--- config.mk ---
export PLATFORM = sky130hd
export DESIGN_NAME = rr_arbiter8
export DESIGN_NICKNAME = d
export VERILOG_FILES = /design/src/rtl/rr_arbiter8_pkg.sv /design/src/rtl/rr_arbiter8_decoder38.sv /design/src/rtl/rr_arbiter8.sv
export SDC_FILE = /design/constraint.sdc
export NUM_CORES = 1
export LEC_CHECK = 0
export CELL_PAD_IN_SITES_DETAIL_PLACEMENT = 0
export CELL_PAD_IN_SITES_GLOBAL_PLACEMENT = 1
export CORE_MARGIN = 2
export CORE_UTILIZATION = 40
export CTS_CLUSTER_DIAMETER = 50
export CTS_CLUSTER_SIZE = 12
export DETAILED_ROUTE_END_ITERATION = 10
export PLACE_DENSITY = 0.75
export SLEW_MARGIN = 20
export SYNTH_ARGS = -nofsm -noshare
export SYNTH_HDL_FRONTEND = slang
export SYNTH_SLANG_ARGS = --single-unit
--- constraint.sdc ---
create_clock -name clk -period 5.9 [get_ports clk]
set_input_delay 1.18 -clock clk [delete_from_list [all_inputs] [get_ports clk]]
set_output_delay 1.18 -clock clk [all_outputs]
set_load 0.01 [all_outputs]
--- src/rtl/rr_arbiter8_pkg.sv ---
// Shared definitions for the 8-way round-robin arbiter: state encoding,
// requester count and index width.
package rr_arbiter8_pkg;

    localparam int unsigned NUM_REQ = 8;
    localparam int unsigned IDX_W   = 3;

    // Highest requester index; requester i sits on req bit (MAX_IDX - i).
    localparam logic [IDX_W-1:0] MAX_IDX = IDX_W'(NUM_REQ - 1);

    typedef enum logic {
        IDLE  = 1'b0,
        GRANT = 1'b1
    } state_t;

endpackage : rr_arbiter8_pkg

--- src/rtl/rr_arbiter8_decoder38.sv ---
// 3-to-8 one-hot decoder, MSB-first: index 0 drives bit 7.
// The output is all zero while en is low.
module decoder38
    import rr_arbiter8_pkg::*;
(
    input  logic [IDX_W-1:0]   idx,
    input  logic               en,
    output logic [NUM_REQ-1:0] onehot
);

    // Shift a single MSB marker down by the index, gated by enable.
    always_comb begin
        onehot = '0;
        if (en) begin
            onehot = {1'b1, {(NUM_REQ-1){1'b0}}} >> idx;
        end
    end

endmodule : decoder38

--- src/rtl/rr_arbiter8.sv ---
// Round-robin arbiter for 8 requesters with a bounded hold time.
// A grant is issued one cycle after a request is seen in IDLE, held until
// done, loss of the grantee's own request, or the hold limit, and is always
// followed by at least one dead cycle. Requester i drives req[7-i].
module rr_arbiter8
    import rr_arbiter8_pkg::*;
#(
    parameter int unsigned HOLD_MAX = 16
) (
    input  logic       clk,
    input  logic       rst,
    input  logic [7:0] req,
    input  logic       done,
    output logic [7:0] gnt,
    output logic [2:0] gnt_id,
    output logic       busy
);

    localparam logic [7:0] HOLD_LAST = 8'(HOLD_MAX - 1);

    state_t           state;
    state_t           state_next;
    logic [IDX_W-1:0] ptr;
    logic [IDX_W-1:0] ptr_next;
    logic [IDX_W-1:0] id_q;
    logic [IDX_W-1:0] id_next;
    logic [7:0]       hold_cnt;
    logic [7:0]       hold_next;

    logic [IDX_W-1:0] winner;
    logic             found;
    logic [IDX_W-1:0] cand;
    logic             release_now;

    // Priority scan: first requesting index at or above ptr, wrapping mod 8.
    always_comb begin
        winner = '0;
        found  = 1'b0;
        cand   = '0;
        for (int unsigned k = 0; k < NUM_REQ; k++) begin
            cand = ptr + IDX_W'(k);
            if (!found && req[MAX_IDX - cand]) begin
                winner = cand;
                found  = 1'b1;
            end
        end
    end

    // Release when the grantee finishes, withdraws, or hits the hold limit.
    always_comb begin
        release_now = done
                    || !req[MAX_IDX - id_q]
                    || (hold_cnt == HOLD_LAST);
    end

    // Next-state logic: IDLE always lasts at least one cycle between grants.
    always_comb begin
        state_next = state;
        ptr_next   = ptr;
        id_next    = id_q;
        hold_next  = hold_cnt;
        case (state)
            IDLE: begin
                if (found) begin
                    state_next = GRANT;
                    id_next    = winner;
                    hold_next  = '0;
                end
            end
            GRANT: begin
                if (release_now) begin
                    state_next = IDLE;
                    ptr_next   = id_q + IDX_W'(1);
                end else begin
                    hold_next  = hold_cnt + 8'd1;
                end
            end
            default: begin
                state_next = IDLE;
            end
        endcase
    end

    // State, pointer, grantee and hold counter registers.
    always_ff @(posedge clk or posedge rst) begin
        if (rst) begin
            state    <= IDLE;
            ptr      <= '0;
            id_q     <= '0;
            hold_cnt <= '0;
        end else begin
            state    <= state_next;
            ptr      <= ptr_next;
            id_q     <= id_next;
            hold_cnt <= hold_next;
        end
    end

    assign busy   = (state == GRANT);
    assign gnt_id = id_q;

    decoder38 u_decoder38 (
        .idx    (id_q),
        .en     (busy),
        .onehot (gnt)
    );

endmodule : rr_arbiter8

==> impl_metrics.tcl, run 1 <==
set metrics [dict create \
    status "completed" \
    hold_slack_ns 0.535 \
    ctsResizeCount 0 \
    synth-simple-area-share_pct 18.6 \
    ys.flop_type "dfrtp_1" \
    finalSetupViolations 0 \
    cpMaxStageDelayCell "dfrtp_1" \
    row_count 24 \
    diodes 0 \
    cts.sink_count 15 \
    dieHeight_um 71.3 \
    fmax_mhz 261 \
    p_leak_nw 0.869 \
    hold_viol 0 \
    worstHoldStart "hold_cnt[1]" \
    grt_first_pass_wirelength_um 7690 \
    crit_family "compound AO/OA/AOI/OAI gates" \
    synth_adder_area_share_pct 6.21 \
    combPwrFrac_pct 75.6 \
    drt_wl_total_um 4630 \
    cp_data_required_time_ns 6.04 \
    synthesis.area_sq_um 1810 \
    ys_top_cells_by_area "dfrtp_1, mux4_2, mux2i_1" \
    cts_tree "done" \
    yosys_warnings 0 \
    relSlewSlack_pct 44.4 \
    avgRoutedWirePerCell_um 17.1 \
    grtUsageTotal_pct 18.9 \
    syn_nets 221 \
    place.gp.congestion 0.927 \
    yosysSeqAreaShare_pct 20.7 \
    clk_pin_slew_ns 0.06 \
    io_buffers 22 \
    ios 23 \
    power_switching_share_pct 52.0 \
    ir_worst_vdd_v 0.000205 \
    drtIter0Drc 135 \
    clkLatencyLatePin_ns 0.25 \
    synth_area_per_cell_sq_um 9.03 \
    skew_ns 0.00260 \
    route.detailed.drc 0 \
    layout-drive-gt1-share_pct 13.7 \
    ys_seq_elements 15 \
    rsz0062_at_grt "false" \
    switchingPower_uw 664 \
    core_sq_um 4350 \
    h-tree-depth 1 \
    critical_path_class "reg -> reg" \
    drv_slew 0 \
    ctsHoldBuffers 0 \
    drtPass1Iterations 4 \
    end_kind "register" \
    cpMostUsedCell "inv_1" \
    synth_cell_types 54 \
    drv_cap 0 \
    cts_buffer_depth 2 \
    postRouteAntennaNets 0 \
    p_int_uw 614 \
    die_area_sq_um 5090 \
    tightest_slew_ns 0.834 \
    cts_root_buf "clkbuf_8" \
    fin_crit_ns 3.83 \
    synth_async_sr_flop_share_pct 100 \
    min_path_type "reg -> reg" \
    gr-total-overflow 0 \
    synth_top_family_by_area "compound AO/OA/AOI/OAI gates" \
    worst-path-buf-inv 2 \
    via_count 1672 \
    numCtsBuffers 3 \
    placed_area_sq_um 2060 \
    path_cells "inv_1 -> ha_1 -> inv_1 -> a221oi_4 -> nor3_1 -> a31oi_1 -> nor2_1 -> a41o_1" \
    crit_path_start_kind "register" \
    worstPathMaxFanout 21 \
    pwr-share-clk_pct 6.6 \
    post-cts-setup-buffers 0 \
    area_growth_pct 15.9 \
    hpwl_um 3540 \
    min_period_over_period_pct 65.0 \
    rr_startpoint "ptr[0]" \
    vias_per_cell 6.17 \
    initial_core_util_pct 41.7 \
    grt_max_degree 22 \
    critPathArrivalTime_ns 3.98 \
    grt_pass1_vias 1604 \
    cp-startpoint "ptr[0]" \
    cellPowerDensity_nw_per_um2 608 \
    yosysMostFrequentCell "nand2_1" \
    tns_ns 0 \
    muxShareOfSynthArea_pct 22.1 \
    synth-compound-area-share_pct 23.1 \
    synth_common_cells "nand2_1, nor2_1, dfrtp_1" \
    nNetsFinal 240 \
    antenna_found_initial 0 \
    seqPwrFrac_pct 17.8 \
    synth_edf_count 0 \
    syn_inst 201 \
    final_cell_area_sq_um 2100 \
    die_x_um 71.3 \
    synth_top_area_share_pct 20.7 \
    yosysTopAreaCell "dfrtp_1" \
    synthXorXnorAreaFrac_pct 4.34 \
    crit_path_max_incr_delay_ns 0.89 \
]
==> area by class of cell <==
cell class	count	area [sq um]
fill	396	2250
inverter	12	45.0
timing repair buffer	22	220
sequential	15	375
multi-input combinational	166	1350
clock inverter	1	5.00
tap	52	65.1
clock buffer	3	41.3
==> metrics by stage <==
step	total power [mW]	cells	setup WS, ns	utilization, %
5_1_grt	1.39	271	1.69	48.3
3_5_place_dp	1.18	267	2.00	47.2
3_3_place_gp	1.19	267	2.02	47.2
4_1_cts	1.28	271	2.05	48.3
2_1_floorplan	0.967	201	2.81	-
6_report	1.28	271	2.07	48.3
==> path summary, 6_finish.rpt <==
kind	endpoint	slack, ns	depth (start not counted)
worst max register to register	gnt_id[0]	2.07	8
worst min register to register	hold_cnt[1]	0.54	1
max in group asynchronous	ptr[0]	4.24	2
worst min-delay path	hold_cnt[1]	0.54	1
worst max-delay path	gnt_id[0]	2.07	8
min in group asynchronous	hold_cnt[7]	1.29	2
==> power groups by stage <==
stage | Combinational (mW) | Sequential, mW | Clock, mW
floorplan | 0.800 | 0.167 | 0
global placement | 0.958 | 0.228 | 0
detailed placement | 0.953 | 0.230 | 0
CTS | 0.963 | 0.227 | 0.0859
global route | 1.06 | 0.238 | 0.0905
finish | 0.966 | 0.227 | 0.0848
==> routing by layer <==
metal	track usage (%)	vias to the layer above	routed length, um
li1	-	803	-
met1	26.4	803	2120
met4	7.97	0	108
met2	29.6	55	2150
met5	0	-	0
met3	2.39	11	245
==> cells by family (layout without fill, tap and decap cells) <==
| family | Yosys count | after routing |
|---|---|---|
| xor+xnor | 6 | 6 |
| mux | 29 | 29 |
| simple gates | 70 | 70 |
| fa+ha+maj | 9 | 9 |
| compound gates | 52 | 52 |
| flops | 15 | 15 |
| buf+inv | 20 | 38 |
==> state kept, by name, indices dropped and copies added (netlist names) <==
signal    count
busy          1
hold_cnt      8
ptr           3
gnt_id        3
==> cells in the final DEF (no fill, tap or decap), types with 5 or more instances in the layout <==
cell type and count:
mux2_2 9, nor2_1 16, mux2i_1 12, ha_1 9, mux4_2 8, and3_1 5, a21oi_1 5, o21ai_0 13
clkdlybuf4s50_1 22, inv_1 11, nand2_1 21, nand3_1 5, dfrtp_1 15, nor3_1 6
Power figures use the tool's default switching activity.
==> inputs of run 2 (changes only) <==
clock period = 3.55 ns   (was 5.9 ns; I/O delays follow)
==> run 2 against run 1 <==
Design area increased by 3.6%. Power increased by 79%. Critical path type is now in -> reg. Register-to-register slack got worse by 1.5 ns. Core utilization increased by 1.7 points. Sequential cell count unchanged.
==> impl_metrics.tcl, run 2 (synthesis results as in run 1) <==
set metrics [dict create \
    postRouteAntennaNets 0 \
    grt_pass1_vias 1672 \
    nNetsFinal 250 \
    rsz0062_at_grt "false" \
    ios 23 \
    worstHoldStart "hold_cnt[7]" \
    gr-total-overflow 0 \
    p_leak_nw 0.917 \
    dieHeight_um 71.3 \
    drv_slew 0 \
    grtUsageTotal_pct 20.1 \
    ctsResizeCount 0 \
    grt_first_pass_wirelength_um 8250 \
    fmax_mhz 322 \
    worst-r2r-cell-count 9 \
    row_count 24 \
    cts_root_buf "clkbuf_8" \
    fin_crit_ns 3.11 \
    final_core_util_pct 50.0 \
    cellPowerDensity_nw_per_um2 1050 \
    critPathArrivalTime_ns 3.29 \
    h-tree-depth 1 \
    tightest_slew_ns 0.706 \
    largest_reg_flops 8 \
    die_x_um 71.3 \
    critical_path_class "in -> reg" \
    drt_wl_total_um 4870 \
    setup_ws_ns 0.441 \
    drtIter0Drc 142 \
    relSlewSlack_pct 52.9 \
    mostFrequentLayoutCells "clkdlybuf4s50_1, nand2_1, nor2_1, dfrtp_1, o21ai_0" \
    layout-drive-gt1-share_pct 17.5 \
    hpwl_um 3760 \
    antenna_found_initial 0 \
    drtPass1Iterations 4 \
    worstPathMaxFanout 7 \
    final_cell_area_sq_um 2180 \
    final_common_cell "clkdlybuf4s50_1" \
    skew_ns 0.00398 \
    dpl.cell_count 277 \
    vias_per_cell 6.15 \
    ir_worst_vdd_v 0.000482 \
    clk_pin_slew_ns 0.06 \
    crit_path_start_kind "input port" \
    route.detailed.drc 0 \
    cp_data_required_time_ns 3.73 \
    core_sq_um 4350 \
    die_area_sq_um 5090 \
    place.gp.congestion 0.976 \
    finalSetupViolations 0 \
    placed_area_sq_um 2130 \
    drv_cap 0 \
    cts_buffer_depth 2 \
    diodes 0 \
    hold_viol 0 \
    min_period_over_period_pct 87.6 \
    hold-path-cell-count 2 \
    seq_area_sq_um 375 \
    ctsHoldBuffers 0 \
    status "completed" \
    area_growth_pct 20.0 \
    max_flop_register "hold_cnt" \
    pre_cts_slack_ns 0.220 \
    finalNonFillerCells 281 \
    avgRoutedWirePerCell_um 17.3 \
    io_buffers 22 \
    cts.sink_count 15 \
    clkLatencyLatePin_ns 0.25 \
    grt_max_degree 17 \
    via_count 1729 \
    min_path_type "reg -> reg" \
    cp-startpoint "req[3]" \
    tns_ns 0 \
    post-cts-setup-buffers 0 \
    cts_tree "done" \
    end_kind "register" \
    numCtsBuffers 3 \
    fill_cells 384 \
    rr_startpoint "ptr[0]" \
    initial_core_util_pct 41.7 \
    multi_input_area_sq_um 1350 \
]
==> run 2: changes by cell type in the layout (fill, tap and decap cells not counted), sizes merged <==
| cell | previous run | this run |
|---|---|---|
| buf | 0 | 10 |
==> run 2: layout make-up <==
class	instances	share of cell area [%]
Tap cell	52	2.99
Inverter	12	2.07
Clock buffer	3	1.90
Clock inverter	1	0.230
Timing Repair Buffer	32	13.6
Multi-Input combinational cell	166	62.0
Sequential cell	15	17.2
==> run 2: worst max-delay path, cell delays in order <==
cell	delay, ns
clkdlybuf4s50_1	0.51
mux4_2	0.54
mux2_2	0.31
nand2b_1	0.20
a2111oi_4	0.39
nand2_1	0.09
nand2_1	0.13
inv_2	0.05
a211o_1	0.28
nand2_1	0.06
==> run 2: path summary, 6_finish.rpt <==
check | endpoint | slack [ns]
setup reg to reg | hold_cnt[6] | 0.56
setup / recovery | hold_cnt[4] | 0.44
hold / removal | hold_cnt[7] | 0.56
hold reg to reg | hold_cnt[7] | 0.56
min in group asynchronous | hold_cnt[2] | 0.81
max in group asynchronous | ptr[2] | 2.38
==> run 2: per-stage QoR <==
stage                     total power [mW]  hold slack [ns]
after floorplan                       1.61            0.492
after global placement                2.10            0.511
after detailed placement              2.12            0.545
after CTS                             2.28            0.559
after global routing                  2.47            0.592
final                                 2.29            0.559
==> run 2: routing by layer <==
metal  up-vias  share of wire, %  GRT usage, %
li1        822                 -             -
met1       833                43          28.3
met2        64                49          33.1
met3        10               6.1          1.83
met4         0               1.5          5.66
met5         -                 0             0
==> run 2: power breakdown <==
group	internal (mW)	leakage, nW	switching (mW)
Clock	0.0776	0.0255	0.0577
Combinational	0.837	0.695	0.989
Sequential	0.219	0.197	0.106
==> inputs of run 3 (changes only) <==
HOLD_SLACK_MARGIN = 0.1   (was default)
==> results of run 3 <==
The final DEF is identical to that of run 2; final timing and power are the same.
